<file path="src/rtl/module_display_scan_if.sv">
// Bundle between the status/nibble source and the display scan controller.
// The master drives new frames in; the slave (scan controller) drives the
// shared 7-segment decoder input, the digit enables and the commit pulse.
interface module_display_scan_if;
    logic        load;
    logic [15:0] data;
    logic [3:0]  blank;
    logic [3:0]  hex_out;
    logic [3:0]  anodo;
    logic        loaded;

    modport master (
        output load, data, blank,
        input  hex_out, anodo, loaded
    );

    modport slave (
        input  load, data, blank,
        output hex_out, anodo, loaded
    );
endinterface

</file>
<file path="src/rtl/module_display_scan.sv">
// Four-digit time-multiplexed scan controller for a common-anode display.
// Frames are loaded into a shadow copy and only committed to the displayed
// copy when the scan wraps from digit 3 back to digit 0, so a frame on the
// glass is never a mix of old and new digits.
//
//   state    | meaning
//   ---------+-----------------------------------------------------------
//   ST_ON    | digit idx enabled (unless blanked) for REFRESH_DIV cycles
//   ST_GUARD | all digits dark for GUARD_CYCLES cycles, idx held
//
// Leaving ST_GUARD with idx=3 is the frame boundary (commit point).
module module_display_scan #(
    parameter int REFRESH_DIV  = 27000,
    parameter int GUARD_CYCLES = 270
) (
    input  logic                  clk,
    input  logic                  rst,
    module_display_scan_if.slave  bus
);
    localparam int MAXC = (REFRESH_DIV > GUARD_CYCLES) ? REFRESH_DIV : GUARD_CYCLES;
    localparam int CW   = $clog2(MAXC + 1);
    localparam logic [CW-1:0] ON_LAST = CW'(REFRESH_DIV - 1);
    localparam logic [CW-1:0] GD_LAST = CW'(GUARD_CYCLES - 1);

    typedef enum logic {ST_ON, ST_GUARD} state_t;

    state_t         r_state;
    state_t         w_state_nxt;
    logic [1:0]     r_idx;
    logic [1:0]     w_idx_nxt;
    logic [CW-1:0]  r_cnt;
    logic [CW-1:0]  w_cnt_nxt;
    logic           w_commit;

    logic [15:0]    r_shadow_data;
    logic [3:0]     r_shadow_blank;
    logic           r_pending;
    logic [15:0]    r_disp_data;
    logic [3:0]     r_disp_blank;
    logic           r_loaded;
    logic [3:0]     w_anodo;

    // Scan state, digit index and window counter registers.
    always_ff @(posedge clk or posedge rst) begin
        if (rst) begin
            r_state <= ST_GUARD;
            r_idx   <= 2'd3;
            r_cnt   <= '0;
        end else begin
            r_state <= w_state_nxt;
            r_idx   <= w_idx_nxt;
            r_cnt   <= w_cnt_nxt;
        end
    end

    // Next-state logic: count the current window, advance at its last cycle.
    always_comb begin
        w_state_nxt = r_state;
        w_idx_nxt   = r_idx;
        w_cnt_nxt   = r_cnt + CW'(1);
        w_commit    = 1'b0;
        case (r_state)
            ST_ON: begin
                if (r_cnt == ON_LAST) begin
                    w_state_nxt = ST_GUARD;
                    w_cnt_nxt   = '0;
                end
            end
            ST_GUARD: begin
                if (r_cnt == GD_LAST) begin
                    w_state_nxt = ST_ON;
                    w_cnt_nxt   = '0;
                    w_idx_nxt   = r_idx + 2'd1;
                    w_commit    = (r_idx == 2'd3) && r_pending;
                end
            end
            default: begin
                w_state_nxt = ST_GUARD;
                w_cnt_nxt   = '0;
            end
        endcase
    end

    // Shadow capture, frame commit and the one-cycle commit pulse.
    // A load on the commit edge lands in the shadow while the old shadow
    // commits, so pending stays set for the following frame.
    always_ff @(posedge clk or posedge rst) begin
        if (rst) begin
            r_shadow_data  <= 16'h0000;
            r_shadow_blank <= 4'b1111;
            r_pending      <= 1'b0;
            r_disp_data    <= 16'h0000;
            r_disp_blank   <= 4'b1111;
            r_loaded       <= 1'b0;
        end else begin
            r_loaded <= w_commit;
            if (w_commit) begin
                r_disp_data  <= r_shadow_data;
                r_disp_blank <= r_shadow_blank;
            end
            if (bus.load) begin
                r_shadow_data  <= bus.data;
                r_shadow_blank <= bus.blank;
                r_pending      <= 1'b1;
            end else if (w_commit) begin
                r_pending <= 1'b0;
            end
        end
    end

    // Digit enables decoded from registered state only, so no glitches.
    always_comb begin
        w_anodo = 4'b1111;
        if (r_state == ST_ON && !r_disp_blank[r_idx]) begin
            w_anodo = ~(4'b0001 << r_idx);
        end
    end

    assign bus.hex_out = r_disp_data[{r_idx, 2'b00} +: 4];
    assign bus.anodo   = w_anodo;
    assign bus.loaded  = r_loaded;
endmodule

</file>
<file path="src/flat_wrapper.sv">
// flat-port wrapper written by rule: the top's interface ports become plain ports
module module_display_scan_flat 
#(
    parameter int REFRESH_DIV  = 27000,
    parameter int GUARD_CYCLES = 270
)
  (clk, rst, bus_load, bus_data, bus_blank, bus_hex_out, bus_anodo, bus_loaded);
  module_display_scan_if bus_i ();
  input  logic clk;
  input  logic rst;
  input wire logic [$bits(bus_i.load)-1:0] bus_load;
  input wire logic [$bits(bus_i.data)-1:0] bus_data;
  input wire logic [$bits(bus_i.blank)-1:0] bus_blank;
  output wire logic [$bits(bus_i.hex_out)-1:0] bus_hex_out;
  output wire logic [$bits(bus_i.anodo)-1:0] bus_anodo;
  output wire logic [$bits(bus_i.loaded)-1:0] bus_loaded;
  assign bus_i.load = bus_load;
  assign bus_i.data = bus_data;
  assign bus_i.blank = bus_blank;
  assign bus_hex_out = bus_i.hex_out;
  assign bus_anodo = bus_i.anodo;
  assign bus_loaded = bus_i.loaded;
  module_display_scan #(.REFRESH_DIV(REFRESH_DIV), .GUARD_CYCLES(GUARD_CYCLES)) u_core (.clk(clk), .rst(rst), .bus(bus_i));
endmodule
</file>
<file path="config.mk">
export PLATFORM = sky130hd
export DESIGN_NAME = module_display_scan_flat
export DESIGN_NICKNAME = d
export VERILOG_FILES = /design/src/rtl/module_display_scan_if.sv /design/src/rtl/module_display_scan.sv /design/src/flat_wrapper.sv
export SDC_FILE = /design/constraint.sdc
export NUM_CORES = 1
export LEC_CHECK = 0
export CORE_MARGIN = 2
export CORE_UTILIZATION = 55
export DETAILED_ROUTE_END_ITERATION = 16
export GPL_TIMING_DRIVEN = 0
export PLACE_DENSITY_LB_ADDON = 0.05
export SETUP_SLACK_MARGIN = 0.05
export SKIP_CTS_REPAIR_TIMING = 1
export SLEW_MARGIN = 20
export SYNTH_ARGS = -nofsm -noshare
export SYNTH_HDL_FRONTEND = slang
export SYNTH_SLANG_ARGS = --single-unit
</file>
<file path="constraint.sdc">
create_clock -name clk -period 2.2 [get_ports clk]
set_input_delay 0.33 -clock clk [delete_from_list [all_inputs] [get_ports clk]]
set_output_delay 0.33 -clock clk [all_outputs]
set_load 0.005 [all_outputs]
</file>
; Yosys cells after proc, flatten, opt, wreduce, memory -nomap -nowiden
; Cells that the tools add are included.
[classes]
add_sub_neg = 2
reduce_logical = 5
magnitude_cmp = 1
shift = 2
bitwise_logic = 2
n_mux = 13
n_eq_ne = 3
[ops]
columns = cell, n
row1 = $mux W15, 2
row2 = $pmux W15 S2, 1
row3 = $shiftx A16 B5 Y4, 1
row4 = $add A15 B1 Y15 const B, 1
row5 = $eq A15 B15 Y1 const B, 1
row6 = $eq A15 B9 Y1 const B, 1
row7 = $mux W1, 7
row8 = $mux W4, 1
row9 = $not A4 Y4, 1
row10 = $shl A1 B2 Y4 const A, 1
row11 = $lt A2 B3 Y1 const B, 1
row12 = $add A2 B1 Y2 const B, 1
row13 = $bmux W1 S2, 1
row14 = $eq A2 B2 Y1 const B, 1
row15 = $logic_and A1 B1 Y1, 2
row16 = $pmux W1 S2, 1
row17 = $reduce_and A2 Y1, 1
row18 = $reduce_bool A2 Y1, 1
row19 = $logic_not A1 Y1, 1
row20 = $not A1 Y1, 1
[word_totals]
output_inout_bits = 9
word_cells = 37
register_bits = 60

; Longest topological paths before layout
[depth]
depth_word = 6
mapped_depth = 7
depth_no_buf = 6

; Least setup slack after synthesis
; OpenSTA, ideal clock, no wires.
[synth_timing]
kind = flip-flop to output port
start = register u_core.r_idx[0]
end = output bus_anodo[0]
required_ns = 1.870
path_stages_with_launch = 5
arrival_time_ns = 1.680
n_path_buf = 1
path_slack_ns = 0.190
path_cell_list = dfstp_2 clkbuf_1 mux4_2 nor2_1 nand2_1
[synth_between]
elab_chain_len = 5
[synth_rtl]
columns = item, line_no
row1 = "start, declared", module_display_scan.sv:29  ; logic [1:0] r_idx;
row2 = "start signal, assigned", module_display_scan.sv:51  ; r_idx <= w_idx_nxt;
row3 = $bmux W1 S2, module_display_scan.sv:114  ; if (r_state == ST_ON && !r_disp_blank[r_idx]) begin
row4 = $mux W1 (not written as such), module_display_scan.sv:114
row5 = $logic_not A1 Y1, module_display_scan.sv:114
row6 = $logic_and A1 B1 Y1, module_display_scan.sv:114
row7 = $mux W4 *, module_display_scan.sv:114
row8 = "end, declared", flat_wrapper.sv:15  ; output wire logic [$bits(bus_i.anodo)-1:0] bus_anodo;
; Every way passes the cells marked *; elsewhere a longest branch is shown, timed or not. The select of a mux whose other input is x is not followed.

; Worst setup path after layout
; Same ends and word-level chain as after synthesis.

==> results.cfg <==
[detailed_routing]
wl_mm = 4.91
first_pass_iters = 4
drtIter0Drc = 83
postRouteAntennaNets = 0
wire_per_inst_microns = 15.4
route.vias.total = 1683
drc_errors = 0
viasPerCell = 5.28

[setup_path]
reg2reg_slack_ps = 200
crit_required_ps = 1870
startpoint_type = flip-flop
path_class = flip-flop to output pin
r2r_cells = 5
arrival_ps = 2090
cp_max_fo = 7
endpoint_kind = output pin

[yosys]
yosys-top-cells-area = dfrtp_1 46%, mux2_2 17%, dfstp_2 11%
yosysTopAreaCellShare = 0.458
syn-mean-instance-area_sq_um = 13.7
synth_area_sq_um = 2680
synth.distinct_cells = 32
ys_seq_area_frac = 0.566
ys_warn_count = 0
synth_cells = 196
synth_seq_cells = 60
synth_top_area_cell = dfrtp_1
postSynthNetCount = 225

[placed_design]
place_area_sq_um = 3070
dp.cells = 294
dp_slack_ps = -560
hpwl_mm = 3.37
gp_congestion = 0.865
io_buffers = 31

[cells_and_area]
stdcell_count = 319
area_growth_pct = 23.7
final_common_cell = dfrtp_1
nNetsFinal = 276
antenna_cells = 0
stdcell_area_sq_um = 3310
layout_common_cells = 49 x dfrtp_1, 40 x mux2_2, 23 x clkdlybuf4s50_1
fillCellCount = 334
drive_above_1_share = 0.397

[clock_tree]
clk_latency_ps = 340
ctsRootBufferMaster = clkbuf_8
cts.sinks = 60
tritoncts = done
cts_inserted_buffers = 9
cts_buffer_depth = 2
clk_pin_slew_ps = 70
cts_htree_levels = 3

[power_and_ir_drop]
power_density_nw_per_um2 = 638
p_seq_frac = 0.551
power_uw = 2110
switching_power_uw = 500
p_sw_frac = 0.237
internal_power_uw = 1610
pwr-share-clk = 0.397
max-vdd-ir-drop_uv = 472
power_frac_comb = 0.052
p_leak_uw = 0.00148

[die]
die_w_microns = 73.8
core_area_sq_um = 4720
ioPinCount = 32
initial_utilization = 0.567
num_rows = 25
die-height_microns = 73.8
dieArea_sq_um = 5440

[timing]
post-route-period-util = 1.10
slew_headroom = 0.525
setup_viol = 4
period_needed_ps = 2420
rsz0062_at_grt = yes
skew_ps = 8.90
setup_slack_ps = -222
finalSetupTns_ps = -650
max_freq_mhz = 413
worst_pin_slew_ps = 713
maxSlewViolCount = 0
hold_violations = 0

[run]
maxCapViolCount = 0

[global_route]
grt_max_degree = 61
grt_antenna_before_repair = 0
gr-total-overflow = 0
grtUsageTotal = 0.208
grt_pass1_wl_mm = 8.18
grt_pass1_vias = 1722

[status]
status = complete, but fails checks
violations = setup timing

[hold_path]
min_path_type = primary input to async pin
power groups by stage:
stage	clock, uW	sequential [uW]	combinational (uW)
2_1_floorplan	0	1180	60.5
3_3_place_gp	0	1180	107
3_5_place_dp	0	1180	113
4_1_cts	858	1160	114
5_1_grt	907	1170	124
6_report	839	1160	111
per-stage QoR:
| step | hold slack (ps) | utilization |
|---|---|---|
| final | 477 | 0.701 |
| after global routing | 528 | 0.701 |
| after CTS | 499 | 0.686 |
| after detailed placement | 490 | 0.651 |
| after global placement | 480 | 0.650 |
| after floorplan | 464 | - |
routing by layer:
metal	up-vias	wire [microns]	part of all wire	GRT usage
met5	-	0	0	0
met4	0	139	0.028	0.117
met3	14	153	0.031	0.0494
met2	39	2470	0.50	0.333
met1	838	2150	0.44	0.258
li1	792	-	-	-
cells in the mapped netlist, drive strengths merged:
cell	instances
a21oi	1
and3	1
and4b	1
buf	4
clkbuf	3
dfrtp	49
dfstp	11
ha	6
inv	6
mux2	41
mux4	5
nand2	8
nand2b	1
nand3	6
nand3b	1
nand4	6
nor2	20
nor3	2
nor4	3
nor4b	2
o21ai	2
o31ai	1
or3	1
or4b	1
xnor2	10
xor2	4
critical path, stage by stage, from the launching register on:
cell	delay, ps
dfstp_2	570
buf_8	130
mux4_2	540
nor2_4	170
buf_6	120
buf_6	80
nand2_2	30
clkbuf_2	100
logic make-up (layout without fill, tap and decap cells):
family | count (synthesis) | count (layout) | synth area share
XOR/XNOR | 14 | 14 | 0.0458
buffers and inverters | 13 | 69 | 0.0257
adder cells (fa/ha/maj) | 6 | 6 | 0.0280
flip-flops | 60 | 60 | 0.566
AO/OA/AOI/OAI | 4 | 4 | 0.00981
AND/OR/NAND/NOR | 53 | 53 | 0.110
multiplexers | 46 | 46 | 0.214
final cells by class:
class,count,area (sq um),area share
buffer,7,57.6,0.0174
clock buffer,9,124,0.0374
clock inverter,7,43.8,0.0132
inverter,6,25.0,0.00755
multi-input combinational,123,1100,0.333
sequential,60,1520,0.457
tap,67,83.8,0.0253
timing repair buffer,40,360,0.109
worst paths after layout:
kind,from,to
max in group asynchronous,rst,u_core.r_shadow_data[14]$_DFFE_PP0P_
setup reg to reg,u_core.r_state$_DFF_PP1_,u_core.r_disp_data[14]$_DFFE_PP0P_
hold reg to reg,u_core.r_shadow_data[10]$_DFFE_PP0P_,u_core.r_shadow_data[10]$_DFFE_PP0P_
hold / removal,rst,u_core.r_cnt[9]$_DFF_PP0_
setup / recovery,u_core.r_idx[0]$_DFFE_PP1P_,bus_anodo[0]
min in group clk,u_core.r_shadow_data[10]$_DFFE_PP0P_,u_core.r_shadow_data[10]$_DFFE_PP0P_
sequential cells by signal, indices dropped and copies added, names as in the netlist:
signal and count:
u_core.r_disp_blank 4, u_core.r_state 1, u_core.r_pending 1, u_core.r_cnt 15, u_core.r_shadow_blank 4, u_core.bus.loaded 1
u_core.r_idx 2, u_core.r_shadow_data 16, u_core.r_disp_data 16
Power figures use the tool's default switching activity.
